File: src/rtl/fetch_pkg.sv
// Shared types and constants for the instruction-fetch stage.
// The entry type is sized for the widest supported PC/instruction; narrower builds zero-extend.
package fetch_pkg;

    localparam int CNT_W       = 32;
    localparam int FETCH_WIDTH = 32;
    localparam int FETCH_ILEN  = 32;

    localparam logic [FETCH_WIDTH-1:0] DEFAULT_RESET_PC = 32'h0000_0000;
    localparam logic [FETCH_WIDTH-1:0] DEFAULT_PC_STEP  = 32'd4;

    typedef struct packed {
        logic [FETCH_ILEN-1:0]  instr;
        logic [FETCH_WIDTH-1:0] pc;
    } fetch_entry_t;

endpackage

File: src/rtl/fetch_fifo.sv
// Prefetch FIFO of PC-tagged instructions; flush takes priority over push.
module fetch_fifo
    import fetch_pkg::*;
#(
    parameter int DEPTH = 4
) (
    input  logic                     clk,
    input  logic                     rst,
    input  logic                     push,
    input  fetch_entry_t             push_data,
    input  logic                     pop,
    input  logic                     flush,
    output fetch_entry_t             head,
    output logic [$clog2(DEPTH):0]   count
);

    localparam int AW = $clog2(DEPTH);

    fetch_entry_t   mem_q [DEPTH];
    logic [AW-1:0]  wr_q, wr_d;
    logic [AW-1:0]  rd_q, rd_d;
    logic [AW:0]    count_q, count_d;

    // NOTE: every always_comb output gets a default first so no path can infer a latch.
    always_comb begin
        wr_d    = wr_q;
        rd_d    = rd_q;
        count_d = count_q;
        if (flush) begin
            wr_d    = '0;
            rd_d    = '0;
            count_d = '0;
        end else begin
            if (push) wr_d = wr_q + AW'(1);
            if (pop)  rd_d = rd_q + AW'(1);
            count_d = count_q + {{AW{1'b0}}, push} - {{AW{1'b0}}, pop};
        end
    end

    // NOTE: sequential state uses non-blocking assignments so all flops update together.
    always_ff @(posedge clk or negedge rst) begin
        if (!rst) begin
            wr_q    <= '0;
            rd_q    <= '0;
            count_q <= '0;
        end else begin
            wr_q    <= wr_d;
            rd_q    <= rd_d;
            count_q <= count_d;
        end
    end

    // NOTE: storage is deliberately not reset; the top masks the head whenever count is zero.
    always_ff @(posedge clk) begin
        if (push && !flush) mem_q[wr_q] <= push_data;
    end

    assign head  = mem_q[rd_q];
    assign count = count_q;

endmodule

File: src/rtl/fetch_unit.sv
// Sequential instruction fetch with credit-based prefetch FIFO and redirect flush.
// Optional performance counters are enabled by defining FETCH_PERF_EN.
module fetch_unit
    import fetch_pkg::*;
#(
    parameter int               WIDTH    = FETCH_WIDTH,
    parameter int               ILEN     = FETCH_ILEN,
    parameter int               DEPTH    = 4,
    parameter logic [WIDTH-1:0] RESET_PC = DEFAULT_RESET_PC[WIDTH-1:0],
    parameter logic [WIDTH-1:0] PC_STEP  = DEFAULT_PC_STEP[WIDTH-1:0]
) (
    input  logic             clk,
    input  logic             rst,
    input  logic             redirect,
    input  logic [WIDTH-1:0] redirect_base,
    input  logic [WIDTH-1:0] redirect_imm,
    output logic             imem_req,
    output logic [WIDTH-1:0] imem_addr,
    input  logic [ILEN-1:0]  imem_rdata,
    output logic             out_valid,
    input  logic             out_ready,
    output logic [ILEN-1:0]  out_instr,
    output logic [WIDTH-1:0] out_pc
`ifdef FETCH_PERF_EN
   ,output logic [CNT_W-1:0] perf_fetched,
    output logic [CNT_W-1:0] perf_stall,
    output logic [CNT_W-1:0] perf_flush
`endif
);

    localparam int AW = $clog2(DEPTH);

    logic [WIDTH-1:0] pc_q, pc_d;
    logic [WIDTH-1:0] resp_pc_q, resp_pc_d;
    logic             inflight_q, drop_q;
    logic [AW:0]      count;
    logic [AW+1:0]    credit;
    logic             push, pop, starved;
    fetch_entry_t     head, push_data;

    // Credit is taken from the registered count, so a pop frees a slot only next cycle.
    assign credit   = {1'b0, count} + {{(AW+1){1'b0}}, inflight_q};
    assign starved  = credit >= (AW+2)'(DEPTH);
    assign imem_req = rst && !redirect && !starved;
    assign imem_addr = pc_q;

    always_comb begin
        pc_d      = pc_q;
        resp_pc_d = resp_pc_q;
        if (redirect) begin
            pc_d = redirect_base + redirect_imm;
        end else if (imem_req) begin
            pc_d      = pc_q + PC_STEP;
            resp_pc_d = pc_q;
        end
    end

    always_ff @(posedge clk or negedge rst) begin
        if (!rst) begin
            pc_q       <= RESET_PC;
            resp_pc_q  <= RESET_PC;
            inflight_q <= 1'b0;
            drop_q     <= 1'b0;
        end else begin
            pc_q       <= pc_d;
            resp_pc_q  <= resp_pc_d;
            inflight_q <= imem_req;
            drop_q     <= redirect && inflight_q;
        end
    end

    assign push      = inflight_q && !drop_q;
    assign pop       = out_valid && out_ready;
    assign push_data = '{instr: FETCH_ILEN'(imem_rdata), pc: FETCH_WIDTH'(resp_pc_q)};

    fetch_fifo #(
        .DEPTH (DEPTH)
    ) u_fifo (
        .clk       (clk),
        .rst       (rst),
        .push      (push),
        .push_data (push_data),
        .pop       (pop),
        .flush     (redirect),
        .head      (head),
        .count     (count)
    );

    assign out_valid = (count != '0);
    assign out_instr = out_valid ? head.instr[ILEN-1:0] : '0;
    assign out_pc    = out_valid ? head.pc[WIDTH-1:0]   : '0;

`ifdef FETCH_PERF_EN
    logic [CNT_W-1:0] fetched_q, stall_q, flush_q;

    always_ff @(posedge clk or negedge rst) begin
        if (!rst) begin
            fetched_q <= '0;
            stall_q   <= '0;
            flush_q   <= '0;
        end else begin
            if (push)                  fetched_q <= fetched_q + CNT_W'(1);
            if (starved && !redirect)  stall_q   <= stall_q + CNT_W'(1);
            if (redirect)              flush_q   <= flush_q + CNT_W'(1);
        end
    end

    assign perf_fetched = fetched_q;
    assign perf_stall   = stall_q;
    assign perf_flush   = flush_q;
`endif

endmodule

File: config.mk
export PLATFORM = sky130hd
export DESIGN_NAME = fetch_unit
export DESIGN_NICKNAME = d
export VERILOG_FILES = /design/src/rtl/fetch_pkg.sv /design/src/rtl/fetch_fifo.sv /design/src/rtl/fetch_unit.sv
export SDC_FILE = /design/constraint.sdc
export NUM_CORES = 1
export LEC_CHECK = 0
export BUFFER_PORTS_ARGS = -buffer_cell sky130_fd_sc_hd__buf_2
export CORE_UTILIZATION = 25
export DETAILED_ROUTE_END_ITERATION = 12
export PLACE_DENSITY = 0.48
export SKIP_LAST_GASP = 1
export SLEW_MARGIN = 5
export SYNTH_ARGS = -nofsm -noshare
export SYNTH_HDL_FRONTEND = slang
export SYNTH_SLANG_ARGS = --single-unit
File: constraint.sdc
create_clock -name clk -period 3.55 [get_ports clk]
set_input_delay 0.71 -clock clk [delete_from_list [all_inputs] [get_ports clk]]
set_output_delay 0.71 -clock clk [all_outputs]
set_load 0.03 [all_outputs]
# Yosys cells after proc, flatten, opt, wreduce, memory -nomap -nowiden
# Memories as Yosys holds them, arrays and structs flattened.
# Cells that the tools add are included.
word_totals:
  regBits: 73
  mem_bits_rw: 256
  output_inout_bits: 98
  wordCells: 42
  n_memories: 1
op_classes:
  n_addsub: 7
  n_lt_le_gt_ge: 1
  muxes: 11
  bitwise: 1
  reduce_logical: 14
memory_table:
  columns: ["name", "depth", "word_bits", "rd", "rd_ports_with_merged_regs", "write_ports", "line_no", "rtl"]
  rows:
  - ["u_fifo.mem_q", 4, 64, 1, 0, 1, "fetch_fifo.sv:19", "fetch_entry_t mem_q [DEPTH];"]
ops:
  columns: ["op", "count"]
  rows:
  - ["two-way mux 32 bit", 4]
  - ["adder 32 x 3 -> 32 bit (second input constant)", 1]
  - ["adder 32 bit", 1]
  - ["two-way mux 2 bit", 4]
  - ["logical AND 1 bit", 6]
  - ["nonzero test 2 bit", 3]
  - ["adder 2 x 1 -> 2 bit (second input constant)", 2]
  - ["adder 3 x 1 -> 4 bit", 1]
  - ["greater-or-equal comparator 4 x 3 -> 1 bit (second input constant)", 1]
  - ["adder 3 x 1 -> 3 bit", 1]
  - ["logical NOT 1 bit", 3]
  - ["two-way mux 3 bit", 1]
  - ["nonzero test 3 bit", 1]
  - ["subtractor 3 x 1 -> 3 bit", 1]
  - ["two-way mux 1 bit", 2]
  - ["AND reduction 2 bit", 1]
  - ["inverter 1 bit", 1]

# Depth between registers and ports, before layout
logic_depth:
  depth_word: 6
  mapped_depth: 11

# By module
# Synthesis repeated with hierarchy kept, for this count alone.
hier_totals:
  hier_cells: 1002
  area_unflattened_um2: 14799.2
modules_own_cells:
  columns: ["mod", "instances", "cells_each", "area_per_inst_um2"]
  rows:
  - ["fetch_fifo", 1, 372, 9688.0]
  - ["fetch_unit", 1, 630, 5111.2]

# Least setup slack after synthesis
# No wires, ideal clock.
synth_timing:
  kind: "input-to-reg"
  from: "input port redirect"
  to: "memory u_fifo.mem_q[1][0] (netlist bit) (enable)"
  t_arrival_ps: 2682
  required_time_ps: 3121
  path_slack_ps: 439
  stages: 3
  cell_sequence: "inv_1 clkbuf_1 and3_1"
synth_via:
  elab_chain_cells: 4
synth_lines:
  columns: ["item", "line_no", "rtl"]
  rows:
  - ["start, declared", "fetch_unit.sv:14", "input logic redirect,"]
  - ["logical NOT 1 bit", "fetch_fifo.sv:55", "if (push && !flush) mem_q[wr_q] <= push_data;"]
  - ["logical AND 1 bit", "fetch_fifo.sv:55", null]
  - ["two-way mux 1 bit", "fetch_fifo.sv:55", null]
  - ["two-way mux 1 bit (not written as such)", "fetch_fifo.sv:55", null]
  - ["end, declared", "fetch_fifo.sv:19", null]
# Every way passes these cells.

# Worst setup path in the final report
layout_timing:
  from: "register u_fifo.count_q[1] (netlist: u_fifo.count[1])"
  to: "output port imem_req"
layout_via:
  elab_chain_cells: 4
layout_lines:
  columns: ["item", "line_no", "rtl"]
  rows:
  - ["start, declared", "fetch_fifo.sv:22", "logic [AW:0] count_q, count_d;"]
  - ["start signal, assigned", "fetch_fifo.sv:49", "count_q <= count_d;"]
  - ["adder 3 x 1 -> 4 bit", "fetch_unit.sv:42", "assign credit = {1'b0, count} + {{(AW+1){1'b0}}, inflight_q};"]
  - ["greater-or-equal comparator 4 x 3 -> 1 bit", "fetch_unit.sv:43", "assign starved = credit >= (AW+2)'(DEPTH);"]
  - ["logical NOT 1 bit", "fetch_unit.sv:44", "assign imem_req = rst && !redirect && !starved;"]
  - ["logical AND 1 bit", "fetch_unit.sv:44", null]
  - ["end, declared", "fetch_unit.sv:17", "output logic imem_req,"]
# Every way passes these cells.

==> results.toml <==
[outcome]
status = "finished, final reports clean"

[place]
dpl_worst_slack_ps = 116
place.gp.congestion = 0.755
portBuffers = 197
dp_hpwl_um = 23600

[finish]
drive_gt1_share_pct = 34.0
antenna_cells = 0
syn2layout_area_growth_pct = 23.0
finalNetCount = 1287

[critical_path]
cp-end-kind = "primary output"
crit_type = "register to primary output"
required_ps = 2840
reg2reg_setup_slack_ps = 720
path_max_fanout = 7
start_kind = "register"
rr_endpoint = "imem_addr[30]$_DFFE_PN0N_"
worstPathArrival_ps = 2470
r2r_cells = 9
r2r_start = "u_fifo.count[1]$_DFF_PN0_"

[drt]
vias = 8372
post_drt_wl_per_cell_um = 18.5
dr.first_iter.drc_count = 368
dr.pass1.iters = 6
ant_nets = 0
routed_via_density = 4.32
drc = 0
drt_wl_total_um = 35900

[timing]
slew_headroom_pct = 50.1
drv_slew = 0
fmax_mhz = 314
grt_setup_unrepaired = "false"
setup_viol = 0
layout_min_cycle_time_ps = 3180
worstMarginPinSlew_ps = 748
skew_ps = 21.4
period_share_pct = 89.6
fin_setup_tns_ps = 0
setup_ws_ps = 370
hold_viol = 0

[logic_synthesis]
netlist.top_cell.by_area = "edfxtp_1"
ys_ff_latch = 329
synth_top_area_share_pct = 52.9
synth_nets = 1062
synth_ff_type = "edfxtp_1"
syn_avg_cell_area_um2 = 15.8
synth_area_leaders = "edfxtp_1 53%, dfrtp_1 13%, mux4_2 9.9%"
async_flop_share_pct = 22.2
synth_cells = 921
ys_seq_area_share_pct = 65.4
ys_types = 55
synth_area_um2 = 14500
yosysWarnings = 0
synth_edf_count = 256

[clock_network]
cts.sinks = 329
cts_tree = "done"
cts_buffer_depth = 3
post_cts_buffers = 0
hold_buffers = 0
cts.htree.levels = 2
cts_buffers = 39
clock_latency_ps = 540
path_clk_slew_ps = 60
cts-root-buf = "clkbuf_16"

[floorplanning]
fp-row-count = 88
die_area_um2 = 59100
ioPinCount = 198
core_area_um2 = 57600
start_util_pct = 25.3
die_w_um = 243
die_y_um = 243

[pwr]
powerDensity_nw_per_um2 = 710
vdd_drop_max_mv = 0.298
p_leak_nw = 6.63

[grt]
antenna_found_initial = 1
grt_overflow = 0
grt_pass1_vias = 9025
grt_max_degree = 65
grt_pass1_wl_um = 55600
grt_usage_pct = 12.3

[job]
maxCapViolCount = 0

[hold_path]
hold_path.class = "input port to async pin"
-- power breakdown --
group          switching, mW  leakage [nW]  internal [mW]
logic                   2.12          2.86           1.46
clock network           1.56         0.599           2.28
registers              0.541          3.17           4.74
total                   4.22          6.63           8.48
-- cells in the mapped netlist (all sizes together) (2+ instances only) --
cell and instances:
o21ai 23, buf 9, o211a 3, xor2 26, nor4 3, mux2i 6, nor3 8, nand3 19
nor3b 2, or3 5, o31ai 3, clkbuf 25, edfxtp 256, o21bai 2, nand4 9, and4 4
a21boi 3, nor2b 4, inv 11, nor2 42, mux2 33, o21a 2, nand2 42, nand3b 2
and2 68, mux4 64, a21o 22, a21oi 44, a31o 4, nand2b 6, a211o 2, fa 2
and3 12, o22ai 2, dfrtp 73, xnor2 30, ha 39
-- final cells by class --
| type | count | area, um2 |
|---|---|---|
| Multi-Input combinational cell | 547 | 4900 |
| Inverter | 11 | 41.3 |
| Sequential cell | 329 | 9520 |
| Tap cell | 765 | 957 |
| Timing Repair Buffer | 218 | 1250 |
| Clock inverter | 21 | 186 |
| Clock buffer | 49 | 1030 |
| Fill cell | 5801 | 39700 |
-- stage by stage --
| step | cells | util [%] | hold WS [ps] | power [mW] | instance area, um2 |
|---|---|---|---|---|---|
| after CTS | 1940 | 31.0 | 32.9 | 13.0 | 17900 |
| final | 1940 | 31.1 | 68.7 | 12.7 | 17900 |
| after floorplan | 921 | - | 414 | 7.65 | 14500 |
| after global placement | 1870 | 28.9 | 494 | 8.99 | 16700 |
| after detailed placement | 1870 | 28.9 | 518 | 9.03 | 16700 |
| after global routing | 1940 | 31.1 | 46.8 | 13.4 | 17900 |
-- flip-flops by register name (all words and copies together), names as in the netlist --
signal	cells
drop_q	1
imem_addr	32
inflight_q	1
resp_pc_q	32
u_fifo.count	3
u_fifo.mem_q	256
u_fifo.rd_q	2
u_fifo.wr_q	2
-- layout by cell type (no fill, tap or decap), types with 4 or more instances in the layout --
cell and n:
edfxtp_1 256, buf_2 196, dfrtp_1 71, and2_1 67, mux4_2 64, a21oi_1 43, nor2_1 41, nand2_1 41
ha_1 39, clkbuf_16 39, mux2_2 33, xnor2_1 30, xor2_1 26, o21ai_0 23, a21o_1 21, nand3_1 19
buf_4 14, inv_1 11, nand4_1 9, clkinv_2 9, nor3_1 8, clkbuf_1 8, buf_12 8, nand2b_1 6
mux2i_1 6, and3_1 5, clkinv_1 5, nor2b_1 4, and3_4 4, a31o_2 4
-- worst max-delay path by stage --
stage,end,slack (ps),from
after floorplan,u_fifo.mem_q[1][0]$_DFFE_PP_,440,redirect
after global placement,imem_addr[30]$_DFFE_PN0N_,170,redirect_base[0]
after detailed placement,imem_addr[30]$_DFFE_PN0N_,120,redirect_base[0]
after CTS,imem_req,20,u_fifo.count[1]$_DFF_PN0_
after global routing,out_pc[8],180,u_fifo.count[1]$_DFF_PN0_
final,imem_req,370,u_fifo.count[1]$_DFF_PN0_
-- kinds of logic after synthesis --
family / after synthesis / synth area share, %
AOI/OAI and AO/OA: 116 / 5.02
xor gates and xnor gates: 56 / 3.37
and+or+nand+nor: 231 / 8.51
buffers and inverters: 45 / 1.16
muxes: 103 / 12.9
DFF: 329 / 65.4
adders and majority gates: 41 / 3.63
-- critical path: stages, from the launching register on --
cell     delay, ps
dfrtp_1        430
ha_1           230
o211a_1        220
o22ai_2        340
nand2_2        250
nor2_4         200
buf_2          250
-- metal layers --
metal	vias up	part of all wire (%)	global-route usage, %
li1	3982	-	-
met1	4158	47	16.4
met4	0	2.0	3.13
met5	-	0	0
met2	184	46	19.9
met3	48	4.9	3.06
-- timing repair --
item                                    in CTS  in global routing
endpoints found under the setup margin       1                  1
hold endpoints to repair                     0                  0
gates cloned                                 0                  0
gates resized for setup                      1                  1
Note: power is estimated with default switching activity, not from simulation.
